==> src/rtl/mem_bus_master_if.sv <==
// rtl/mem_bus_master_if.sv - Avalon-MM initiator/responder bus bundle
interface mem_bus_master_if;
    logic [31:0] address;
    logic        read;
    logic        write;
    logic [3:0]  byteenable;
    logic [31:0] writedata;
    logic [31:0] readdata;
    logic        waitrequest;

    modport master (
        output address, read, write, byteenable, writedata,
        input  readdata, waitrequest
    );

    modport slave (
        input  address, read, write, byteenable, writedata,
        output readdata, waitrequest
    );
endinterface

==> src/rtl/mem_bus_master.sv <==
// rtl/mem_bus_master.sv - load/store to single Avalon-MM transactions
// Optional MEM_BUS_TIMEOUT_EN aborts a transfer after TIMEOUT_CYCLES stalls.
module mem_bus_master #(
    parameter int TIMEOUT_CYCLES = 255
) (
    input  logic               clk,
    input  logic               reset,
    input  logic               req_read,
    input  logic               req_write,
    input  logic [1:0]         req_size,
    input  logic               req_signed,
    input  logic [31:0]        req_addr,
    input  logic [31:0]        req_wdata,
    output logic               ready,
    output logic               resp_valid,
    output logic [31:0]        resp_rdata,
    output logic               resp_err,
    mem_bus_master_if.master   bus
);

    typedef enum logic [1:0] {IDLE, RD, WR, RESP} state_t;

    state_t      state;
    state_t      state_next;
    logic [1:0]  lane_q;
    logic [1:0]  size_q;
    logic        signed_q;
    logic        accept;
    logic        bad_req;
    logic        in_bus;
    logic        bus_done;
    logic        timeout_hit;
    logic [3:0]  be_calc;
    logic [31:0] wd_calc;
    logic [31:0] lane;
    logic [31:0] load_ext;

    assign in_bus   = (state == RD) || (state == WR);
    assign bus_done = in_bus && !bus.waitrequest;
    assign accept   = ready && (req_read || req_write);
    assign bad_req  = (req_read && req_write) || (req_size == 2'b11) ||
                      (req_size == 2'b01 && req_addr[0]) ||
                      (req_size == 2'b10 && req_addr[1:0] != 2'b00);

`ifdef MEM_BUS_TIMEOUT_EN
    localparam int CNT_W = ($clog2(TIMEOUT_CYCLES + 1) > 8) ? $clog2(TIMEOUT_CYCLES + 1) : 8;
    logic [CNT_W-1:0] stall_cnt;

    // Counter sits at zero while idle, so it is clear on entry to RD/WR.
    always_ff @(posedge clk) begin
        if (reset || state == IDLE) begin
            stall_cnt <= '0;
        end else if (in_bus && bus.waitrequest) begin
            stall_cnt <= stall_cnt + 1'b1;
        end
    end

    assign timeout_hit = in_bus && bus.waitrequest && (stall_cnt == CNT_W'(TIMEOUT_CYCLES));
`else
    assign timeout_hit = 1'b0;
`endif

    always_comb begin
        be_calc = 4'b1111;
        wd_calc = req_wdata;
        case (req_size)
            2'b00: begin
                be_calc = 4'b0001 << req_addr[1:0];
                wd_calc = {4{req_wdata[7:0]}};
            end
            2'b01: begin
                be_calc = req_addr[1] ? 4'b1100 : 4'b0011;
                wd_calc = {2{req_wdata[15:0]}};
            end
            default: ;
        endcase
    end

    always_comb begin
        lane     = bus.readdata >> {lane_q, 3'b000};
        load_ext = bus.readdata;
        case (size_q)
            2'b00:   load_ext = {{24{signed_q & lane[7]}}, lane[7:0]};
            2'b01:   load_ext = {{16{signed_q & lane[15]}}, lane[15:0]};
            default: ;
        endcase
    end

    always_ff @(posedge clk) begin
        if (reset) begin
            state <= IDLE;
        end else begin
            state <= state_next;
        end
    end

    always_comb begin
        state_next = state;
        ready      = (state == IDLE) && !reset;
        resp_valid = (state == RESP);
        case (state)
            IDLE: begin
                if (accept) begin
                    if (bad_req)       state_next = RESP;
                    else if (req_read) state_next = RD;
                    else               state_next = WR;
                end
            end
            RD, WR:  if (bus_done || timeout_hit) state_next = RESP;
            RESP:    state_next = IDLE;
            default: state_next = IDLE;
        endcase
    end

    always_ff @(posedge clk) begin
        if (reset) begin
            bus.address    <= '0;
            bus.read       <= 1'b0;
            bus.write      <= 1'b0;
            bus.byteenable <= '0;
            bus.writedata  <= '0;
            resp_rdata     <= '0;
            resp_err       <= 1'b0;
            lane_q         <= '0;
            size_q         <= '0;
            signed_q       <= 1'b0;
        end else begin
            case (state)
                IDLE: begin
                    if (accept) begin
                        lane_q     <= req_addr[1:0];
                        size_q     <= req_size;
                        signed_q   <= req_signed;
                        resp_err   <= bad_req;
                        resp_rdata <= '0;
                        if (!bad_req) begin
                            bus.address    <= {req_addr[31:2], 2'b00};
                            bus.read       <= req_read;
                            bus.write      <= req_write;
                            bus.byteenable <= be_calc;
                            bus.writedata  <= wd_calc;
                        end
                    end
                end
                RD, WR: begin
                    if (bus_done) begin
                        bus.read  <= 1'b0;
                        bus.write <= 1'b0;
                        if (state == RD) resp_rdata <= load_ext;
                    end else if (timeout_hit) begin
                        bus.read   <= 1'b0;
                        bus.write  <= 1'b0;
                        resp_err   <= 1'b1;
                        resp_rdata <= '0;
                    end
                end
                default: begin
                    resp_rdata <= '0;
                    resp_err   <= 1'b0;
                end
            endcase
        end
    end

endmodule

==> src/flat_wrapper.sv <==
// flat-port wrapper written by rule: the top's interface ports become plain ports
module mem_bus_master_flat 
#(
    parameter int TIMEOUT_CYCLES = 255
)
  (clk, reset, req_read, req_write, req_size, req_signed, req_addr, req_wdata, ready, resp_valid, resp_rdata, resp_err, bus_address, bus_read, bus_write, bus_byteenable, bus_writedata, bus_readdata, bus_waitrequest);
  mem_bus_master_if bus_i ();
  input  logic clk;
  input  logic reset;
  input  logic req_read;
  input  logic req_write;
  input  logic [1:0] req_size;
  input  logic req_signed;
  input  logic [31:0] req_addr;
  input  logic [31:0] req_wdata;
  output logic ready;
  output logic resp_valid;
  output logic [31:0] resp_rdata;
  output logic resp_err;
  output wire logic [$bits(bus_i.address)-1:0] bus_address;
  output wire logic [$bits(bus_i.read)-1:0] bus_read;
  output wire logic [$bits(bus_i.write)-1:0] bus_write;
  output wire logic [$bits(bus_i.byteenable)-1:0] bus_byteenable;
  output wire logic [$bits(bus_i.writedata)-1:0] bus_writedata;
  input wire logic [$bits(bus_i.readdata)-1:0] bus_readdata;
  input wire logic [$bits(bus_i.waitrequest)-1:0] bus_waitrequest;
  assign bus_address = bus_i.address;
  assign bus_read = bus_i.read;
  assign bus_write = bus_i.write;
  assign bus_byteenable = bus_i.byteenable;
  assign bus_writedata = bus_i.writedata;
  assign bus_i.readdata = bus_readdata;
  assign bus_i.waitrequest = bus_waitrequest;
  mem_bus_master #(.TIMEOUT_CYCLES(TIMEOUT_CYCLES)) u_core (.clk(clk), .reset(reset), .req_read(req_read), .req_write(req_write), .req_size(req_size), .req_signed(req_signed), .req_addr(req_addr), .req_wdata(req_wdata), .ready(ready), .resp_valid(resp_valid), .resp_rdata(resp_rdata), .resp_err(resp_err), .bus(bus_i));
endmodule
==> config.mk <==
export PLATFORM = sky130hd
export DESIGN_NAME = mem_bus_master_flat
export DESIGN_NICKNAME = d
export VERILOG_FILES = /design/src/rtl/mem_bus_master_if.sv /design/src/rtl/mem_bus_master.sv /design/src/flat_wrapper.sv
export SDC_FILE = /design/constraint.sdc
export NUM_CORES = 1
export LEC_CHECK = 0
export ABC_AREA = 1
export BUFFER_PORTS_ARGS = -buffer_cell sky130_fd_sc_hd__buf_2
export CAP_MARGIN = 20
export CORE_ASPECT_RATIO = 0.9
export CORE_MARGIN = 1.5
export CORE_UTILIZATION = 25
export CTS_BUF_LIST = sky130_fd_sc_hd__clkbuf_2 sky130_fd_sc_hd__clkbuf_4 sky130_fd_sc_hd__clkbuf_8
export CTS_CLUSTER_SIZE = 24
export DETAILED_ROUTE_END_ITERATION = 16
export GPL_TIMING_DRIVEN = 0
export PLACE_DENSITY = 0.55
export SKIP_CTS_REPAIR_TIMING = 1
export SLEW_MARGIN = 5
export SYNTH_ARGS = -nofsm -noshare
export SYNTH_HDL_FRONTEND = slang
export SYNTH_SLANG_ARGS = --single-unit
==> constraint.sdc <==
create_clock -name clk -period 2.7 [get_ports clk]
set_input_delay 0.135 -clock clk [delete_from_list [all_inputs] [get_ports clk]]
set_output_delay 0.135 -clock clk [all_outputs]
set_load 0.01 [all_outputs]
; After elaboration in Yosys (flattened, before gate mapping)
; Cells that the tools add are included.
[op_classes]
eq_ne = 11
shift = 2
n_mux = 22
bitwise = 4
reduce_logical = 25
[ops]
columns = cell, n
row1 = $pmux 32 s2, 3
row2 = $mux 32, 3
row3 = $shr 32x5->16, 1
row4 = $eq 2x2->1 const B, 4
row5 = $mux 2, 4
row6 = $pmux 4 s2, 1
row7 = $eq 2x1->1 const B, 3
row8 = $logic_and 1x1->1, 6
row9 = $logic_not 2->1, 3
row10 = $mux 1, 6
row11 = $ne 2x1->1 const B, 3
row12 = $pmux 1 s2, 3
row13 = $pmux 2 s3, 1
row14 = $reduce_and 2->1, 3
row15 = $reduce_and 3->1, 2
row16 = $logic_or 1x1->1, 5
row17 = $mux 4, 1
row18 = $reduce_and 4->1, 1
row19 = $reduce_bool 2->1, 2
row20 = $shl 1x2->4 const A, 1
row21 = $and 1x1->1, 2
row22 = $logic_not 1->1, 2
row23 = $ne 2x2->1 const B, 1
row24 = $not 1->1, 2
row25 = $reduce_or 2->1, 1
[word_totals]
ff_bits = 108
input_bits = 104
out_inout_bits = 105

; Depth between registers and ports, before layout
; Gate-level depths: netlist of the first run.
[logic_depth]
word_depth = 7
depth_mapped = 11

; Least setup slack after synthesis of the first run
; OpenSTA, ideal clock, no wires.
[synth_path]
path_kind = register -> register
startpoint = register u_core.state[0]
endpoint = register u_core.bus.address[21]
setup_ns = 0.116
arrival_time_ns = 1.544
required_ns = 2.584
slack_ns = 1.040
stages_incl_launch_ff = 12
n_path_buf = 2
period_less_slack_ns = 1.660
cell_sequence = dfxtp_1 inv_1 ha_1 inv_2 nor3_2 inv_2 nor2_4 inv_2 buf_2 buf_6 nor2_1 nor2_1
[synth_via]
elab_chain_len = 4
[synth_lines]
columns = element, line
row1 = from (decl), mem_bus_master.sv:23  ; state_t state;
row2 = from (signal assigned), mem_bus_master.sv:93  ; state <= state_next;
row3 = $logic_not 2->1 (*), "mem_bus_master.sv:99, mem_bus_master.sv:128"
row4 = $logic_and 1x1->1, mem_bus_master.sv:99  ; ready = (state == IDLE) && !reset;
row5 = $logic_and 1x1->1, mem_bus_master.sv:40  ; assign accept = ready && (req_read || req_write);
row6 = $reduce_and 3->1 (no line) (*), n/a
row7 = to (signal assigned), mem_bus_master.sv:137  ; bus.address <= {req_addr[31:2], 2'b00};
row8 = to (decl), mem_bus_master_if.sv:12  ; output address, read, write, byteenable, writedata,
; Every way passes the cells marked *; elsewhere a longest branch is shown, timed or not.
; A chain may end at the register's enable or synchronous reset.

; Worst setup path after layout of the first run
[layout_path]
startpoint = register u_core.state[0]
endpoint = register u_core.bus.address[28]
; Same word-level chain as after synthesis.

==> impl_results.html, run 1 <==
<table>
<tr><th>Metric</th><th>Value</th></tr>
<tr><th colspan="2">Status</th></tr>
<tr><td>Status</td><td>completed</td></tr>
<tr><th colspan="2">Finish</th></tr>
<tr><td>Cell Count, Final, Fillers Out</td><td>around 1.2k</td></tr>
<tr><td>Synth-to-Final Area Change</td><td>37.8%</td></tr>
<tr><td>Number of fillers in the final layout</td><td>around 2.2k</td></tr>
<tr><td>Post-Route Utilization</td><td>35.3%</td></tr>
<tr><td>Proportion of layout cells with a drive suffix above 1</td><td>between 20% and 30%</td></tr>
<tr><td>NumNets Final</td><td>roughly 1.1k</td></tr>
<tr><td>Commonest cells after routing, fill and taps aside</td><td>sky130_fd_sc_hd__buf_2, sky130_fd_sc_hd__nand2_1, sky130_fd_sc_hd__nor2_1</td></tr>
<tr><td>Leading cell type in the layout, fill and taps excluded</td><td>sky130_fd_sc_hd__buf_2</td></tr>
<tr><td>Antenna diode count</td><td>0</td></tr>
<tr><th colspan="2">Power and ir drop</th></tr>
<tr><td>Worst IR drop on VDD</td><td>0.000371 V</td></tr>
<tr><td>Power density over cell area</td><td>just over 700 nW/µm²</td></tr>
<tr><td>Pwr Total</td><td>around 4.8 mW</td></tr>
<tr><td>Static Leakage</td><td>roughly 3.5 nW</td></tr>
<tr><th colspan="2">Place</th></tr>
<tr><td>HPWL after DPL</td><td>~14 mm</td></tr>
<tr><td># port buffers</td><td>between 200 and 250</td></tr>
<tr><td>RePlAce Congestion</td><td>0.865</td></tr>
<tr><td>Cell count after placement</td><td>about 1.2k</td></tr>
<tr><th colspan="2">Worst hold path</th></tr>
<tr><td>Hold WC Path Type</td><td>in2reg</td></tr>
<tr><td>Hold Path Cell Cnt</td><td>3</td></tr>
<tr><th colspan="2">Floorplanning</th></tr>
<tr><td>Starting density of the core</td><td>around a quarter</td></tr>
<tr><td># IOs</td><td>209</td></tr>
<tr><td>Placeable core region</td><td>between 15000 and 20000 µm²</td></tr>
<tr><td>Die outline height</td><td>approximately 140 µm</td></tr>
<tr><td>Area of the die</td><td>~21000 µm²</td></tr>
<tr><td>Count of standard-cell rows</td><td>48</td></tr>
<tr><td>Overall die width</td><td>around 150 µm</td></tr>
<tr><th colspan="2">Setup path</th></tr>
<tr><td>Required time reported for the critical path endpoint</td><td>around 3000 ps</td></tr>
<tr><td>Largest fanout on the critical path</td><td>10</td></tr>
<tr><td>Largest stage delay on the critical path</td><td>approximately 340 ps</td></tr>
<tr><td>Classification of the worst setup path</td><td>reg2reg</td></tr>
<tr><td>WP data arrival</td><td>2370 ps</td></tr>
<tr><td>Slowest stage cell, crit path</td><td>sky130_fd_sc_hd__dfxtp_1</td></tr>
<tr><td>Critical path depth</td><td>11</td></tr>
<tr><td>Nature of the critical path endpoint</td><td>register</td></tr>
<tr><td>Cell chain of the critical path</td><td>inv_1, ha_1, inv_2, nor3_2, inv_2, nor2_4, inv_2, buf_2, buf_6, nor2_1, nor2_1</td></tr>
<tr><td>Number of buffers and inverters on the critical path</td><td>6</td></tr>
<tr><td>Most repeated library cell on the critical path</td><td>sky130_fd_sc_hd__inv_2</td></tr>
<tr><td>Cells on worst reg2reg path</td><td>11</td></tr>
<tr><td>Largest delay contributor family on the critical path</td><td>buffers and inverters</td></tr>
<tr><td>Startpoint type of the worst setup path</td><td>register</td></tr>
<tr><th colspan="2">Detailed routing</th></tr>
<tr><td>Detailed-route vias per instance</td><td>roughly 4.6</td></tr>
<tr><td>Violation count after the first detailed-route iteration</td><td>roughly 230</td></tr>
<tr><td>Detailed Routing Iterations Pass 1</td><td>5</td></tr>
<tr><td>Total wirelength of the detailed-routed design</td><td>18.2 mm</td></tr>
<tr><td>Post-route DRC violation count</td><td>0</td></tr>
<tr><td>Number of vias after detailed routing</td><td>5681</td></tr>
<tr><td>Post-route antenna net violation count</td><td>0</td></tr>
<tr><td>Detailed-route wire length per cell</td><td>roughly 15 µm</td></tr>
<tr><th colspan="2">STA</th></tr>
<tr><td>Worst clock skew on the final layout</td><td>between 10 and 15 ps</td></tr>
<tr><td>Number of failing setup endpoints in the final timing report</td><td>0</td></tr>
<tr><td>Post-route fraction of the period consumed by the critical path</td><td>roughly 76%</td></tr>
<tr><td>Unrepaired setup endpoints after global routing</td><td>no</td></tr>
<tr><td>Setup TNS</td><td>0 ps</td></tr>
<tr><td>Tmin final</td><td>around 2100 ps</td></tr>
<tr><td>Max-slew violation count</td><td>0</td></tr>
<tr><td>FMAX</td><td>between 0.4 and 0.5 GHz</td></tr>
<tr><td>Transition at the pin with the smallest max-transition slack</td><td>roughly 630 ps</td></tr>
<tr><td>Max-Slew Margin vs Limit</td><td>around three fifths</td></tr>
<tr><td>Number of hold violations in the final report</td><td>0</td></tr>
<tr><th colspan="2">Clock tree</th></tr>
<tr><td>CTS tree</td><td>yes</td></tr>
<tr><td>Sink Count</td><td>108</td></tr>
<tr><td>Deepest clock path buffer count</td><td>2</td></tr>
<tr><td>Clock insertion delay at the later pin of the skew report</td><td>slightly above 400 ps</td></tr>
<tr><td>Number of buffers created by CTS</td><td>9</td></tr>
<tr><td>Root buffer selected by CTS</td><td>sky130_fd_sc_hd__clkbuf_8</td></tr>
<tr><td>Clock transition at path regs</td><td>120 ps</td></tr>
<tr><td>H-tree depth</td><td>3</td></tr>
<tr><th colspan="2">Run</th></tr>
<tr><td>Number of violations of the max-capacitance limit</td><td>0</td></tr>
<tr><th colspan="2">Global route</th></tr>
<tr><td>Total global-route track usage</td><td>17.7%</td></tr>
<tr><td>Via count of the first global-routing pass</td><td>5359</td></tr>
<tr><td>Overall overflow remaining after global route</td><td>0</td></tr>
<tr><td>Global-route wire length before repair</td><td>about 28 mm</td></tr>
<tr><td>Initial antenna violation count</td><td>0</td></tr>
<tr><td>Maximum number of pins on one net before global-route repair</td><td>20</td></tr>
<tr><th colspan="2">Logic synthesis</th></tr>
<tr><td>Syn. warnings</td><td>0</td></tr>
<tr><td>Synth Instances</td><td>738</td></tr>
<tr><td>Number of flops mapped to enable cells by yosys</td><td>0</td></tr>
<tr><td>Count of different cell masters after synthesis</td><td>27</td></tr>
<tr><td>Async set-or-reset flop fraction in the synthesized netlist</td><td>0%</td></tr>
<tr><td>Sequential share of the synthesized area</td><td>a little over two fifths</td></tr>
<tr><td>Average instance area after synthesis</td><td>about 6.7 µm²</td></tr>
<tr><td>Flop and latch count out of synthesis</td><td>between 100 and 150</td></tr>
<tr><td>Synth Flop Type</td><td>sky130_fd_sc_hd__dfxtp_1</td></tr>
<tr><td>Synthesized cell area</td><td>about 5000 µm²</td></tr>
</table>
==> path summary, 6_finish.rpt <==
check / startpoint / endpoint / slack, ps
min: req_wdata[1] / u_core.bus.writedata[1]$_SDFFE_PP0P_ / 4
max reg2reg: u_core.state[0]$_SDFFE_PP0P_ / u_core.bus.address[28]$_SDFFE_PP0P_ / 640
min reg2reg: u_core.bus.read$_SDFFE_PP0P_ / u_core.bus.read$_SDFFE_PP0P_ / 470
max: u_core.state[0]$_SDFFE_PP0P_ / u_core.bus.address[28]$_SDFFE_PP0P_ / 640
==> kinds of logic after synthesis <==
kind of cell	Yosys count	synth area share (%)
other	1	0.0760
buffers and inverters	97	8.22
AND/OR/NAND/NOR	362	29.7
adder cells (fa/ha/maj)	3	0.761
flip-flops	108	43.8
AO/OA/AOI/OAI	167	17.5
==> metal layers <==
layer | up-vias | GRT usage [%] | wire length, µm
li1 | 2870 | - | -
met1 | 2576 | 21.8 | 7940
met2 | 221 | 28.8 | 8290
met3 | 14 | 7.72 | 1810
met4 | 0 | 3.51 | 127
met5 | - | 0 | 0
==> synthesized netlist by cell type, types with 3 or more instances <==
library cell	instances	area [µm²]
sky130_fd_sc_hd__nor2_1	136	510
sky130_fd_sc_hd__nand2_1	171	642
sky130_fd_sc_hd__inv_1	44	165
sky130_fd_sc_hd__buf_4	3	22.5
sky130_fd_sc_hd__clkbuf_1	22	82.6
sky130_fd_sc_hd__a21oi_1	73	365
sky130_fd_sc_hd__nand4_1	9	56.3
sky130_fd_sc_hd__o211a_1	4	40.0
sky130_fd_sc_hd__o21ai_0	86	430
sky130_fd_sc_hd__nand3_1	38	190
sky130_fd_sc_hd__inv_2	5	18.8
sky130_fd_sc_hd__ha_1	3	37.5
sky130_fd_sc_hd__dfxtp_1	108	2160
sky130_fd_sc_hd__buf_2	18	90.1
==> through the flow <==
stage          worst slack, ps  cell area, µm²  hold WS (ps)
4_1_cts                    563            6470         -86.0
6_report                   641            6800          4.34
2_1_floorplan             1040            4940           270
3_3_place_gp               596            6280           357
5_1_grt                    456            6800          4.38
3_5_place_dp               586            6280           361
==> worst reg2reg max path, stage by stage (launching register included) <==
cell	delay [ps]
sky130_fd_sc_hd__dfxtp_1	340
sky130_fd_sc_hd__inv_1	80
sky130_fd_sc_hd__ha_1	270
sky130_fd_sc_hd__inv_2	80
sky130_fd_sc_hd__nor3_2	200
sky130_fd_sc_hd__inv_2	70
sky130_fd_sc_hd__nor2_4	260
sky130_fd_sc_hd__inv_2	70
sky130_fd_sc_hd__buf_2	210
sky130_fd_sc_hd__buf_6	170
sky130_fd_sc_hd__nor2_1	160
sky130_fd_sc_hd__nor2_1	70
==> registers in the layout, summed over array words and instances, names as in the netlist <==
| name | flops |
|---|---|
| u_core.bus.read | 1 |
| u_core.bus.address | 30 |
| u_core.bus.byteenable | 4 |
| u_core.bus.write | 1 |
| u_core.size_q | 2 |
| u_core.bus.writedata | 32 |
| u_core.lane_q | 2 |
| u_core.resp_rdata | 32 |
| u_core.resp_err | 1 |
| u_core.signed_q | 1 |
| u_core.state | 2 |
==> cell type report <==
type                            instances  area, µm²  area share, %
Multi-Input combinational cell        534       2370           34.9
Sequential cell                       108       2160           31.8
Timing Repair Buffer                  239       1360           20.0
Tap cell                              250        313           4.60
Buffer                                 46        214           3.15
Inverter                               51        191           2.82
Clock buffer                           10        131           1.93
Clock inverter                          6       56.3          0.828
==> report_power, final <==
group	switching, mW	total [mW]	internal (mW)
Combinational	1.20	1.84	0.643
Clock	0.624	0.990	0.366
Sequential	0.132	1.96	1.83
(Power assumes the default switching activity.)
==> inputs of run 2 (changes only) <==
--- a/config.mk
+++ b/config.mk
@@ -15,7 +15,7 @@
 export CTS_CLUSTER_SIZE = 24
 export DETAILED_ROUTE_END_ITERATION = 16
 export GPL_TIMING_DRIVEN = 0
-export PLACE_DENSITY = 0.55
+export PLACE_DENSITY = 0.57
 export SKIP_CTS_REPAIR_TIMING = 1
 export SLEW_MARGIN = 5
 export SYNTH_ARGS = -nofsm -noshare
==> constraint.sdc (replaced) <==
create_clock -name clk -period 1.8 [get_ports clk]
set_input_delay 0.09 -clock clk [delete_from_list [all_inputs] [get_ports clk]]
set_output_delay 0.09 -clock clk [all_outputs]
set_load 0.01 [all_outputs]
==> run 2 against run 1 <==
Compared with the run above:
- the run now ends with negative hold slack left
- cell area up 4.2%
- sequential power up 50%
- utilization up 1.5 points
- non-clock buffer count up 19
- combinational power up 66%
- clock skew up 1.8 ps
==> impl_results.html, run 2 (synthesis results as in run 1) <==
<table>
<tr><th>Metric</th><th>Value</th></tr>
<tr><th colspan="2">Clock tree</th></tr>
<tr><td>H-tree depth</td><td>3 (unchanged)</td></tr>
<tr><td>Sink Count</td><td>108 (unchanged)</td></tr>
<tr><td>Root buffer selected by CTS</td><td>sky130_fd_sc_hd__clkbuf_8 (unchanged)</td></tr>
<tr><td>CTS tree</td><td>yes (unchanged)</td></tr>
<tr><td>Clock transition at path regs</td><td>100 ps (was 120 ps)</td></tr>
<tr><td>Number of buffers created by CTS</td><td>9 (unchanged)</td></tr>
<tr><td>Clock insertion delay at the later pin of the skew report</td><td>400 ps (was 410 ps)</td></tr>
<tr><td>Deepest clock path buffer count</td><td>2 (unchanged)</td></tr>
<tr><th colspan="2">Setup path</th></tr>
<tr><td>Reg-to-reg endpoint</td><td>u_core.bus.address[28]$_SDFFE_PP0P_ (unchanged)</td></tr>
<tr><td>Startpoint type of the worst setup path</td><td>register (unchanged)</td></tr>
<tr><td>Nature of the critical path endpoint</td><td>register (unchanged)</td></tr>
<tr><td>WP data arrival</td><td>1990 ps (was 2370 ps)</td></tr>
<tr><td>Register-to-Register Setup Slack</td><td>100 ps (was 640 ps)</td></tr>
<tr><td>Cells on worst reg2reg path</td><td>11 (unchanged)</td></tr>
<tr><td>Classification of the worst setup path</td><td>reg2reg (unchanged)</td></tr>
<tr><td>Critical path endpoint</td><td>u_core.bus.address[28]$_SDFFE_PP0P_ (unchanged)</td></tr>
<tr><td>Slowest stage cell, crit path</td><td>sky130_fd_sc_hd__dfxtp_2 (was sky130_fd_sc_hd__dfxtp_1)</td></tr>
<tr><td>Critical path depth</td><td>11 (unchanged)</td></tr>
<tr><td>Most repeated library cell on the critical path</td><td>sky130_fd_sc_hd__inv_2 (unchanged)</td></tr>
<tr><td>Launch point of the worst reg-to-reg path</td><td>u_core.state[1]$_SDFFE_PP0P_ (was u_core.state[0]$_SDFFE_PP0P_)</td></tr>
<tr><td>Required time reported for the critical path endpoint</td><td>2100 ps (was 3010 ps)</td></tr>
<tr><td>Largest fanout on the critical path</td><td>10 (unchanged)</td></tr>
<tr><td>Cell chain of the critical path</td><td>inv_1, ha_4, inv_2, nor3_2, inv_2, nor2_4, inv_2, buf_6, buf_6, nor2_1, nor2_1 (was inv_1, ha_1, inv_2, nor3_2, inv_2, nor2_4, inv_2, buf_2, buf_6, nor2_1, nor2_1)</td></tr>
<tr><td>Number of buffers and inverters on the critical path</td><td>6 (unchanged)</td></tr>
<tr><td>Largest stage delay on the critical path</td><td>350 ps (was 340 ps)</td></tr>
<tr><td>Beginning of the critical path</td><td>u_core.state[1]$_SDFFE_PP0P_ (was u_core.state[0]$_SDFFE_PP0P_)</td></tr>
<tr><td>Largest delay contributor family on the critical path</td><td>buffers and inverters (unchanged)</td></tr>
<tr><th colspan="2">Place</th></tr>
<tr><td>HPWL after DPL</td><td>13.4 mm (was 13.9 mm)</td></tr>
<tr><td>Post-Place Worst Slack</td><td>-274 ps (was 586 ps)</td></tr>
<tr><td>Cell Area, Placed</td><td>6280 µm² (unchanged)</td></tr>
<tr><td># port buffers</td><td>206 (unchanged)</td></tr>
<tr><td>RePlAce Congestion</td><td>0.886 (was 0.865)</td></tr>
<tr><th colspan="2">STA</th></tr>
<tr><td>Tmin final</td><td>1700 ps (was 2060 ps)</td></tr>
<tr><td>Number of hold violations in the final report</td><td>5 (was 0)</td></tr>
<tr><td>Number of failing setup endpoints in the final timing report</td><td>0 (unchanged)</td></tr>
<tr><td>Post-route fraction of the period consumed by the critical path</td><td>94.4% (was 76.2%)</td></tr>
<tr><td>Max-Slew Margin vs Limit</td><td>63.2% (was 58.0%)</td></tr>
<tr><td>Max-slew violation count</td><td>0 (unchanged)</td></tr>
<tr><td>Final WS setup</td><td>102 ps (was 641 ps)</td></tr>
<tr><td>Transition at the pin with the smallest max-transition slack</td><td>552 ps (was 627 ps)</td></tr>
<tr><td>FMAX</td><td>0.589 GHz (was 0.486 GHz)</td></tr>
<tr><td>Smallest hold slack</td><td>-16.3 ps (was 4.34 ps)</td></tr>
<tr><td>Worst clock skew on the final layout</td><td>15.1 ps (was 13.3 ps)</td></tr>
<tr><th colspan="2">Power and ir drop</th></tr>
<tr><td>Power density over cell area</td><td>1050 nW/µm² (was 705 nW/µm²)</td></tr>
<tr><td>Pwr Total</td><td>7.46 mW (was 4.79 mW)</td></tr>
<tr><td>Static Leakage</td><td>3.65 nW (was 3.53 nW)</td></tr>
<tr><td>Worst IR drop on VDD</td><td>0.000440 V (was 0.000371 V)</td></tr>
<tr><th colspan="2">Worst hold path</th></tr>
<tr><td>Worst Min Path Start</td><td>req_addr[1] (was req_wdata[1])</td></tr>
<tr><td>Hold Path Cell Cnt</td><td>3 (unchanged)</td></tr>
<tr><td>Hold WC Path Type</td><td>in2reg (unchanged)</td></tr>
<tr><th colspan="2">Global route</th></tr>
<tr><td>Maximum number of pins on one net before global-route repair</td><td>20 (unchanged)</td></tr>
<tr><td>Total global-route track usage</td><td>16.7% (was 17.7%)</td></tr>
<tr><td>Via count of the first global-routing pass</td><td>5110 (was 5359)</td></tr>
<tr><td>Overall overflow remaining after global route</td><td>0 (unchanged)</td></tr>
<tr><td>Initial antenna violation count</td><td>1 (was 0)</td></tr>
<tr><td>Global-route wire length before repair</td><td>26.5 mm (was 27.9 mm)</td></tr>
<tr><th colspan="2">Detailed routing</th></tr>
<tr><td>Post-route antenna net violation count</td><td>0 (unchanged)</td></tr>
<tr><td>Detailed-route vias per instance</td><td>4.50 (was 4.57)</td></tr>
<tr><td>Detailed Routing Iterations Pass 1</td><td>5 (unchanged)</td></tr>
<tr><td>Number of vias after detailed routing</td><td>5694 (was 5681)</td></tr>
<tr><td>Post-route DRC violation count</td><td>0 (unchanged)</td></tr>
<tr><td>Violation count after the first detailed-route iteration</td><td>237 (was 233)</td></tr>
<tr><td>Detailed-route wire length per cell</td><td>14.2 µm (was 14.6 µm)</td></tr>
<tr><td>Total wirelength of the detailed-routed design</td><td>18.0 mm (was 18.2 mm)</td></tr>
<tr><th colspan="2">Finish</th></tr>
<tr><td>Number of fillers in the final layout</td><td>2103 (was 2155)</td></tr>
<tr><td>Area used by multi-input combinational logic</td><td>2410 µm² (was 2370 µm²)</td></tr>
<tr><td>NumNets Final</td><td>1116 (was 1096)</td></tr>
<tr><td>Leading cell type in the layout, fill and taps excluded</td><td>sky130_fd_sc_hd__buf_2 (unchanged)</td></tr>
<tr><td>Final instance area</td><td>7090 µm² (was 6800 µm²)</td></tr>
<tr><td>Post-Route Utilization</td><td>36.8% (was 35.3%)</td></tr>
<tr><td>Proportion of layout cells with a drive suffix above 1</td><td>27.5% (was 25.8%)</td></tr>
<tr><td>Combined flip-flop and latch cell area</td><td>2170 µm² (was 2160 µm²)</td></tr>
<tr><td>Commonest cells after routing, fill and taps aside</td><td>sky130_fd_sc_hd__buf_2, sky130_fd_sc_hd__nand2_1, sky130_fd_sc_hd__nor2_1 (unchanged)</td></tr>
<tr><td>Synth-to-Final Area Change</td><td>43.6% (was 37.8%)</td></tr>
<tr><td>Top Registers</td><td>u_core.bus.writedata x32, u_core.resp_rdata x32, u_core.bus.address x30 (unchanged)</td></tr>
<tr><th colspan="2">Run</th></tr>
<tr><td>Number of violations of the max-capacitance limit</td><td>0 (unchanged)</td></tr>
<tr><th colspan="2">Status</th></tr>
<tr><td>Failing checks</td><td>negative hold slack</td></tr>
<tr><td>Status</td><td>complete, but fails checks (was completed)</td></tr>
<tr><th colspan="2">Floorplanning</th></tr>
<tr><td>Die outline height</td><td>136 µm (unchanged)</td></tr>
<tr><td>Overall die width</td><td>151 µm (unchanged)</td></tr>
<tr><td>Placeable core region</td><td>19300 µm² (unchanged)</td></tr>
<tr><td>Area of the die</td><td>20600 µm² (unchanged)</td></tr>
<tr><td># IOs</td><td>209 (unchanged)</td></tr>
<tr><td>Count of standard-cell rows</td><td>48 (unchanged)</td></tr>
<tr><td>Starting density of the core</td><td>25.6% (unchanged)</td></tr>
</table>
[run 2: cell count changes in the layout (fill, tap and decap cells not counted), moves of 3 or more]
cell / before / now
sky130_fd_sc_hd__buf_2: 224 / 217
sky130_fd_sc_hd__buf_4: 3 / 11
sky130_fd_sc_hd__clkbuf_1: 22 / 15
sky130_fd_sc_hd__clkbuf_2: 0 / 5
sky130_fd_sc_hd__clkbuf_4: 1 / 4
sky130_fd_sc_hd__dfxtp_1: 108 / 105
sky130_fd_sc_hd__dfxtp_2: 0 / 3
sky130_fd_sc_hd__dlygate4sd3_1: 33 / 46
[run 2: worst min path at each step]
| stage | endpoint | slack (ps) |
|---|---|---|
| finish | u_core.bus.byteenable[2]$_SDFFE_PP0P_ | -20 |
| global route | u_core.bus.writedata[30]$_SDFFE_PP0P_ | 0.6 |
| CTS | u_core.bus.address[5]$_SDFFE_PP0P_ | -130 |
| detailed placement | u_core.bus.address[26]$_SDFFE_PP0P_ | 320 |
| global placement | u_core.bus.address[25]$_SDFFE_PP0P_ | 310 |
| floorplan | u_core.bus.address[25]$_SDFFE_PP0P_ | 220 |
[run 2: stage by stage]
step                      hold WS [ps]  instances  setup TNS [ps]
final                            -16.3       1264               0
after global routing             0.577       1263            -257
after CTS                         -134       1210          -13340
after detailed placement           318       1195          -10730
after global placement             311       1195          -10380
after floorplan                    225        739               0
[run 2: power breakdown]
group	switching [mW]	internal (mW)	total, mW	leakage (nW)
clock network	0.925	0.526	1.45	0.0930
logic	1.88	1.19	3.06	2.68
registers	0.193	2.75	2.94	0.879
total	3.00	4.46	7.46	3.65
[run 2: area by class of cell]
| class | count | area share [%] |
|---|---|---|
| Clock buffer | 9 | 1.75 |
| Inverter | 51 | 2.75 |
| Timing Repair inverter | 1 | 0.106 |
| Antenna cell | 1 | 0.0353 |
| Clock inverter | 6 | 0.848 |
| Timing Repair Buffer | 258 | 22.0 |
| Multi-Input combinational cell | 534 | 34.0 |
| Buffer | 46 | 3.51 |
| Sequential cell | 108 | 30.6 |
| Tap cell | 250 | 4.41 |
[run 2: worst reg2reg max path, cell delays in order, from the launching register on]
cell	delay (ps)
sky130_fd_sc_hd__dfxtp_2	350
sky130_fd_sc_hd__inv_1	110
sky130_fd_sc_hd__ha_4	170
sky130_fd_sc_hd__inv_2	50
sky130_fd_sc_hd__nor3_2	180
sky130_fd_sc_hd__inv_2	70
sky130_fd_sc_hd__nor2_4	170
sky130_fd_sc_hd__inv_2	80
sky130_fd_sc_hd__buf_6	150
sky130_fd_sc_hd__buf_6	140
sky130_fd_sc_hd__nor2_1	90
sky130_fd_sc_hd__nor2_1	50
[run 2: per-layer routing]
| layer | share of wire, % | GRT usage [%] |
|---|---|---|
| met5 | 0 | 0 |
| met2 | 45 | 26.6 |
| met3 | 9.8 | 6.24 |
| met1 | 44 | 21.0 |
| met4 | 1.4 | 4.85 |
==> inputs of run 3 (changes only) <==
--- a/config.mk
+++ b/config.mk
@@ -5,17 +5,18 @@
 export SDC_FILE = /design/constraint.sdc
 export NUM_CORES = 1
 export LEC_CHECK = 0
-export ABC_AREA = 1
 export BUFFER_PORTS_ARGS = -buffer_cell sky130_fd_sc_hd__buf_2
 export CAP_MARGIN = 20
+export CELL_PAD_IN_SITES_DETAIL_PLACEMENT = 1
+export CELL_PAD_IN_SITES_GLOBAL_PLACEMENT = 2
 export CORE_ASPECT_RATIO = 0.9
 export CORE_MARGIN = 1.5
-export CORE_UTILIZATION = 25
+export CORE_UTILIZATION = 24
 export CTS_BUF_LIST = sky130_fd_sc_hd__clkbuf_2 sky130_fd_sc_hd__clkbuf_4 sky130_fd_sc_hd__clkbuf_8
 export CTS_CLUSTER_SIZE = 24
 export DETAILED_ROUTE_END_ITERATION = 16
 export GPL_TIMING_DRIVEN = 0
-export PLACE_DENSITY = 0.57
+export PLACE_DENSITY = 0.85
 export SKIP_CTS_REPAIR_TIMING = 1
 export SLEW_MARGIN = 5
 export SYNTH_ARGS = -nofsm -noshare
==> run 3 against run 2 <==
Compared with the run above:
- register-to-register slack worse by 240 ps
- the flow finishes with violations (negative hold slack, negative setup slack)
- largest power group is now registers
- cell count is 13% lower
- sequential share of layout area is 0.36 points lower
- highest routed layer unchanged
==> impl_results.html, run 3 <==
<table>
<tr><th>Metric</th><th>Value</th></tr>
<tr><th colspan="2">Status</th></tr>
<tr><td>Status</td><td>complete, but fails checks (unchanged)</td></tr>
<tr><td>Failing checks</td><td>negative hold slack, negative setup slack (was negative hold slack)</td></tr>
<tr><th colspan="2">Global route</th></tr>
<tr><td>Global-route wire length before repair</td><td>27.8 mm (was 26.5 mm)</td></tr>
<tr><td>Busiest metal layer after global routing</td><td>met2 (unchanged)</td></tr>
<tr><td>GR met2 Demand/Resource</td><td>28.3% (was 26.6%)</td></tr>
<tr><td>Initial antenna violation count</td><td>0 (was 1)</td></tr>
<tr><td>Maximum number of pins on one net before global-route repair</td><td>22 (was 20)</td></tr>
<tr><td>Total global-route track usage</td><td>17.0% (was 16.7%)</td></tr>
<tr><td>Met1 global-route usage</td><td>20.6% (was 21.0%)</td></tr>
<tr><td>GR Layer Usage met3</td><td>6.11% (was 6.24%)</td></tr>
<tr><td>Via count of the first global-routing pass</td><td>4992 (was 5110)</td></tr>
<tr><td>Overall overflow remaining after global route</td><td>0 (unchanged)</td></tr>
<tr><th colspan="2">Setup path</th></tr>
<tr><td>Number of buffers and inverters on the critical path</td><td>3 (was 6)</td></tr>
<tr><td>Startpoint type of the worst setup path</td><td>register (unchanged)</td></tr>
<tr><td>WP data arrival</td><td>2270 ps (was 1990 ps)</td></tr>
<tr><td>Most repeated library cell on the critical path</td><td>sky130_fd_sc_hd__buf_6 (was sky130_fd_sc_hd__inv_2)</td></tr>
<tr><td>Slowest stage cell, crit path</td><td>sky130_fd_sc_hd__dfxtp_2 (unchanged)</td></tr>
<tr><td>Largest delay contributor family on the critical path</td><td>simple AND/OR/NAND/NOR gates (was buffers and inverters)</td></tr>
<tr><td>Largest fanout on the critical path</td><td>6 (was 10)</td></tr>
<tr><td>Classification of the worst setup path</td><td>reg2reg (unchanged)</td></tr>
<tr><td>Required time reported for the critical path endpoint</td><td>2130 ps (was 2100 ps)</td></tr>
<tr><td>Nature of the critical path endpoint</td><td>register (unchanged)</td></tr>
<tr><td>Largest stage delay on the critical path</td><td>380 ps (was 350 ps)</td></tr>
<tr><td>Cell chain of the critical path</td><td>inv_2, ha_4, a22o_1, or3_1, buf_6, nor2_4, buf_6, a221o_1 (was inv_1, ha_4, inv_2, nor3_2, inv_2, nor2_4, inv_2, buf_6, buf_6, nor2_1, nor2_1)</td></tr>
<tr><th colspan="2">Logic synthesis</th></tr>
<tr><td>Leading post-synthesis cells by cell area</td><td>sky130_fd_sc_hd__dfxtp_1, sky130_fd_sc_hd__nand2_1, sky130_fd_sc_hd__mux2i_1 (was sky130_fd_sc_hd__dfxtp_1, sky130_fd_sc_hd__nand2_1, sky130_fd_sc_hd__nor2_1)</td></tr>
<tr><td>Synth Instances</td><td>566 (was 738)</td></tr>
<tr><td>Async set-or-reset flop fraction in the synthesized netlist</td><td>0% (unchanged)</td></tr>
<tr><td>Number of flops mapped to enable cells by yosys</td><td>0 (unchanged)</td></tr>
<tr><td>Synthesized cell area</td><td>4790 µm² (was 4930 µm²)</td></tr>
<tr><td>Cell taking the most area after synthesis</td><td>sky130_fd_sc_hd__dfxtp_1 (unchanged)</td></tr>
<tr><td>Syn. warnings</td><td>0 (unchanged)</td></tr>
<tr><td>Average instance area after synthesis</td><td>8.47 µm² (was 6.69 µm²)</td></tr>
<tr><td>Synth Flop Type</td><td>sky130_fd_sc_hd__dfxtp_1 (unchanged)</td></tr>
<tr><td>Sequential share of the synthesized area</td><td>45.1% (was 43.8%)</td></tr>
<tr><td>Top-count cell post-synth</td><td>sky130_fd_sc_hd__nand2_1 (unchanged)</td></tr>
<tr><td>Flop and latch count out of synthesis</td><td>108 (unchanged)</td></tr>
<tr><td>Fraction of synthesized cell area taken by the top area cell type</td><td>45.1% (was 43.8%)</td></tr>
<tr><td>Count of different cell masters after synthesis</td><td>49 (was 27)</td></tr>
<tr><td>Most common library cells after synthesis</td><td>sky130_fd_sc_hd__nand2_1, sky130_fd_sc_hd__dfxtp_1, sky130_fd_sc_hd__a21oi_1 (was sky130_fd_sc_hd__nand2_1, sky130_fd_sc_hd__nor2_1, sky130_fd_sc_hd__dfxtp_1)</td></tr>
<tr><th colspan="2">STA</th></tr>
<tr><td>Number of failing setup endpoints in the final timing report</td><td>25 (was 0)</td></tr>
<tr><td>Post-route fraction of the period consumed by the critical path</td><td>108% (was 94.4%)</td></tr>
<tr><td>Unrepaired setup endpoints after global routing</td><td>yes</td></tr>
<tr><td>Transition at the pin with the smallest max-transition slack</td><td>886 ps (was 552 ps)</td></tr>
<tr><td>Max-slew violation count</td><td>0 (unchanged)</td></tr>
<tr><td>Setup TNS</td><td>-2210 ps (was 0 ps)</td></tr>
<tr><td>Smallest hold slack</td><td>-9.70 ps (was -16.3 ps)</td></tr>
<tr><td>FMAX</td><td>0.517 GHz (was 0.589 GHz)</td></tr>
<tr><td>Worst clock skew on the final layout</td><td>11.4 ps (was 15.1 ps)</td></tr>
<tr><td>Tmin final</td><td>1940 ps (was 1700 ps)</td></tr>
<tr><td>Final WS setup</td><td>-135 ps (was 102 ps)</td></tr>
<tr><td>Max-Slew Margin vs Limit</td><td>40.7% (was 63.2%)</td></tr>
<tr><td>Number of hold violations in the final report</td><td>3 (was 5)</td></tr>
<tr><th colspan="2">Detailed routing</th></tr>
<tr><td>Violation count after the first detailed-route iteration</td><td>138 (was 237)</td></tr>
<tr><td>Post-route DRC violation count</td><td>0 (unchanged)</td></tr>
<tr><td>Detailed-route wire length per cell</td><td>17.5 µm (was 14.2 µm)</td></tr>
<tr><td>Detailed Routing Iterations Pass 1</td><td>4 (was 5)</td></tr>
<tr><td>Post-route antenna net violation count</td><td>0 (unchanged)</td></tr>
<tr><td>Total wirelength of the detailed-routed design</td><td>19.4 mm (was 18.0 mm)</td></tr>
<tr><td>Number of vias after detailed routing</td><td>5285 (was 5694)</td></tr>
<tr><td>Detailed-route vias per instance</td><td>4.78 (was 4.50)</td></tr>
<tr><th colspan="2">Floorplanning</th></tr>
<tr><td>Overall die width</td><td>152 µm (was 151 µm)</td></tr>
<tr><td>Area of the die</td><td>20800 µm² (was 20600 µm²)</td></tr>
<tr><td>Starting density of the core</td><td>24.7% (was 25.6%)</td></tr>
<tr><td># IOs</td><td>209 (unchanged)</td></tr>
<tr><td>Die outline height</td><td>137 µm (was 136 µm)</td></tr>
<tr><td>Count of standard-cell rows</td><td>48 (unchanged)</td></tr>
<tr><td>Placeable core region</td><td>19400 µm² (was 19300 µm²)</td></tr>
<tr><th colspan="2">Place</th></tr>
<tr><td>HPWL after DPL</td><td>14.3 mm (was 13.4 mm)</td></tr>
<tr><td>Cell count after placement</td><td>1021 (was 1195)</td></tr>
<tr><td>RePlAce Congestion</td><td>0.784 (was 0.886)</td></tr>
<tr><td># port buffers</td><td>204 (was 206)</td></tr>
<tr><th colspan="2">Finish</th></tr>
<tr><td>Cell Count, Final, Fillers Out</td><td>1106 (was 1264)</td></tr>
<tr><td>Post-Route Utilization</td><td>37.0% (was 36.8%)</td></tr>
<tr><td>NumNets Final</td><td>958 (was 1116)</td></tr>
<tr><td>Number of fillers in the final layout</td><td>2348 (was 2103)</td></tr>
<tr><td>Proportion of layout cells with a drive suffix above 1</td><td>33.4% (was 27.5%)</td></tr>
<tr><td>Top Registers</td><td>u_core.bus.writedata x32, u_core.resp_rdata x32, u_core.bus.address x30 (unchanged)</td></tr>
<tr><td>Commonest cells after routing, fill and taps aside</td><td>sky130_fd_sc_hd__buf_2, sky130_fd_sc_hd__nand2_1, sky130_fd_sc_hd__dfxtp_1 (was sky130_fd_sc_hd__buf_2, sky130_fd_sc_hd__nand2_1, sky130_fd_sc_hd__nor2_1)</td></tr>
<tr><td>Leading cell type in the layout, fill and taps excluded</td><td>sky130_fd_sc_hd__buf_2 (unchanged)</td></tr>
<tr><td>Antenna diode count</td><td>0 (was 1)</td></tr>
<tr><td>Synth-to-Final Area Change</td><td>49.6% (was 43.6%)</td></tr>
<tr><th colspan="2">Clock tree</th></tr>
<tr><td>Number of buffers created by CTS</td><td>9 (unchanged)</td></tr>
<tr><td>H-tree depth</td><td>3 (unchanged)</td></tr>
<tr><td>Sink Count</td><td>108 (unchanged)</td></tr>
<tr><td>Deepest clock path buffer count</td><td>2 (unchanged)</td></tr>
<tr><td>CTS tree</td><td>yes (unchanged)</td></tr>
<tr><td>Root buffer selected by CTS</td><td>sky130_fd_sc_hd__clkbuf_8 (unchanged)</td></tr>
<tr><td>Clock insertion delay at the later pin of the skew report</td><td>390 ps (was 400 ps)</td></tr>
<tr><td>Clock transition at path regs</td><td>130 ps (was 100 ps)</td></tr>
<tr><th colspan="2">Power and ir drop</th></tr>
<tr><td>Static Leakage</td><td>3.18 nW (was 3.65 nW)</td></tr>
<tr><td>Worst IR drop on VDD</td><td>0.000405 V (was 0.000440 V)</td></tr>
<tr><td>Pwr Total</td><td>7.16 mW (was 7.46 mW)</td></tr>
<tr><td>Power density over cell area</td><td>998 nW/µm² (was 1050 nW/µm²)</td></tr>
<tr><th colspan="2">Worst hold path</th></tr>
<tr><td>Hold WC Path Type</td><td>in2reg (unchanged)</td></tr>
<tr><th colspan="2">Run</th></tr>
<tr><td>Number of violations of the max-capacitance limit</td><td>0 (unchanged)</td></tr>
</table>
## run 3: metrics by stage
step / setup WS [ps] / hold WS (ps) / area (µm²)
2_1_floorplan: 18.6 / 198 / 4820
3_3_place_gp: -334 / 324 / 6150
3_5_place_dp: -387 / 325 / 6150
4_1_cts: -430 / -115 / 6360
5_1_grt: -175 / 3.61 / 7170
6_report: -135 / -9.70 / 7170
## run 3: cell families (layout without fill, tap and decap cells)
group	after synthesis	count (layout)	synth area share, %
buffers and inverters	67	356	6.32
multiplexers	30	30	6.40
other	1	2	0.0782
adder cells (fa/ha/maj)	3	3	0.783
AO/OA/AOI/OAI	165	165	23.6
flip-flops	108	108	45.1
AND/OR/NAND/NOR	192	192	17.7
## run 3: report_power, final
group / switching (mW) / internal, mW / total [mW]
Clock: 1.00 / 0.555 / 1.56
Sequential: 0.176 / 2.67 / 2.85
Combinational: 1.56 / 1.19 / 2.76
Total: 2.74 / 4.42 / 7.16
## run 3: path summary, 6_finish.rpt
path,from,to,slack [ps],depth (start not counted)
hold / removal,req_wdata[31],u_core.bus.writedata[31]$_SDFFE_PP0P_,-10,3
setup / recovery,u_core.state[1]$_SDFFE_PP0P_,u_core.resp_rdata[16]$_SDFFE_PP0P_,-140,8
setup reg to reg,u_core.state[1]$_SDFFE_PP0P_,u_core.resp_rdata[16]$_SDFFE_PP0P_,-140,8
hold reg to reg,u_core.resp_rdata[5]$_SDFFE_PP0P_,u_core.resp_rdata[5]$_SDFFE_PP0P_,460,2
## run 3: cell type report
class	count	area [µm²]	share of cell area, %
multi-input combinational	392	2430	33.9
tap	250	313	4.36
clock inverter	7	81.3	1.13
inverter	20	75.1	1.05
timing repair buffer	276	1720	23.9
clock buffer	9	124	1.73
sequential	108	2170	30.2
buffer	44	268	3.73
## run 3: layer usage
layer,up-vias,wire [µm]
li1,2572,-
met1,2512,8080
met2,178,9440
met3,23,1490
met4,0,342
met5,-,0
## run 3: tightest hold or removal path, stage by stage
cell                       delay [ps]
sky130_fd_sc_hd__buf_2             70
sky130_fd_sc_hd__o211ai_1          70
sky130_fd_sc_hd__a21oi_1          120
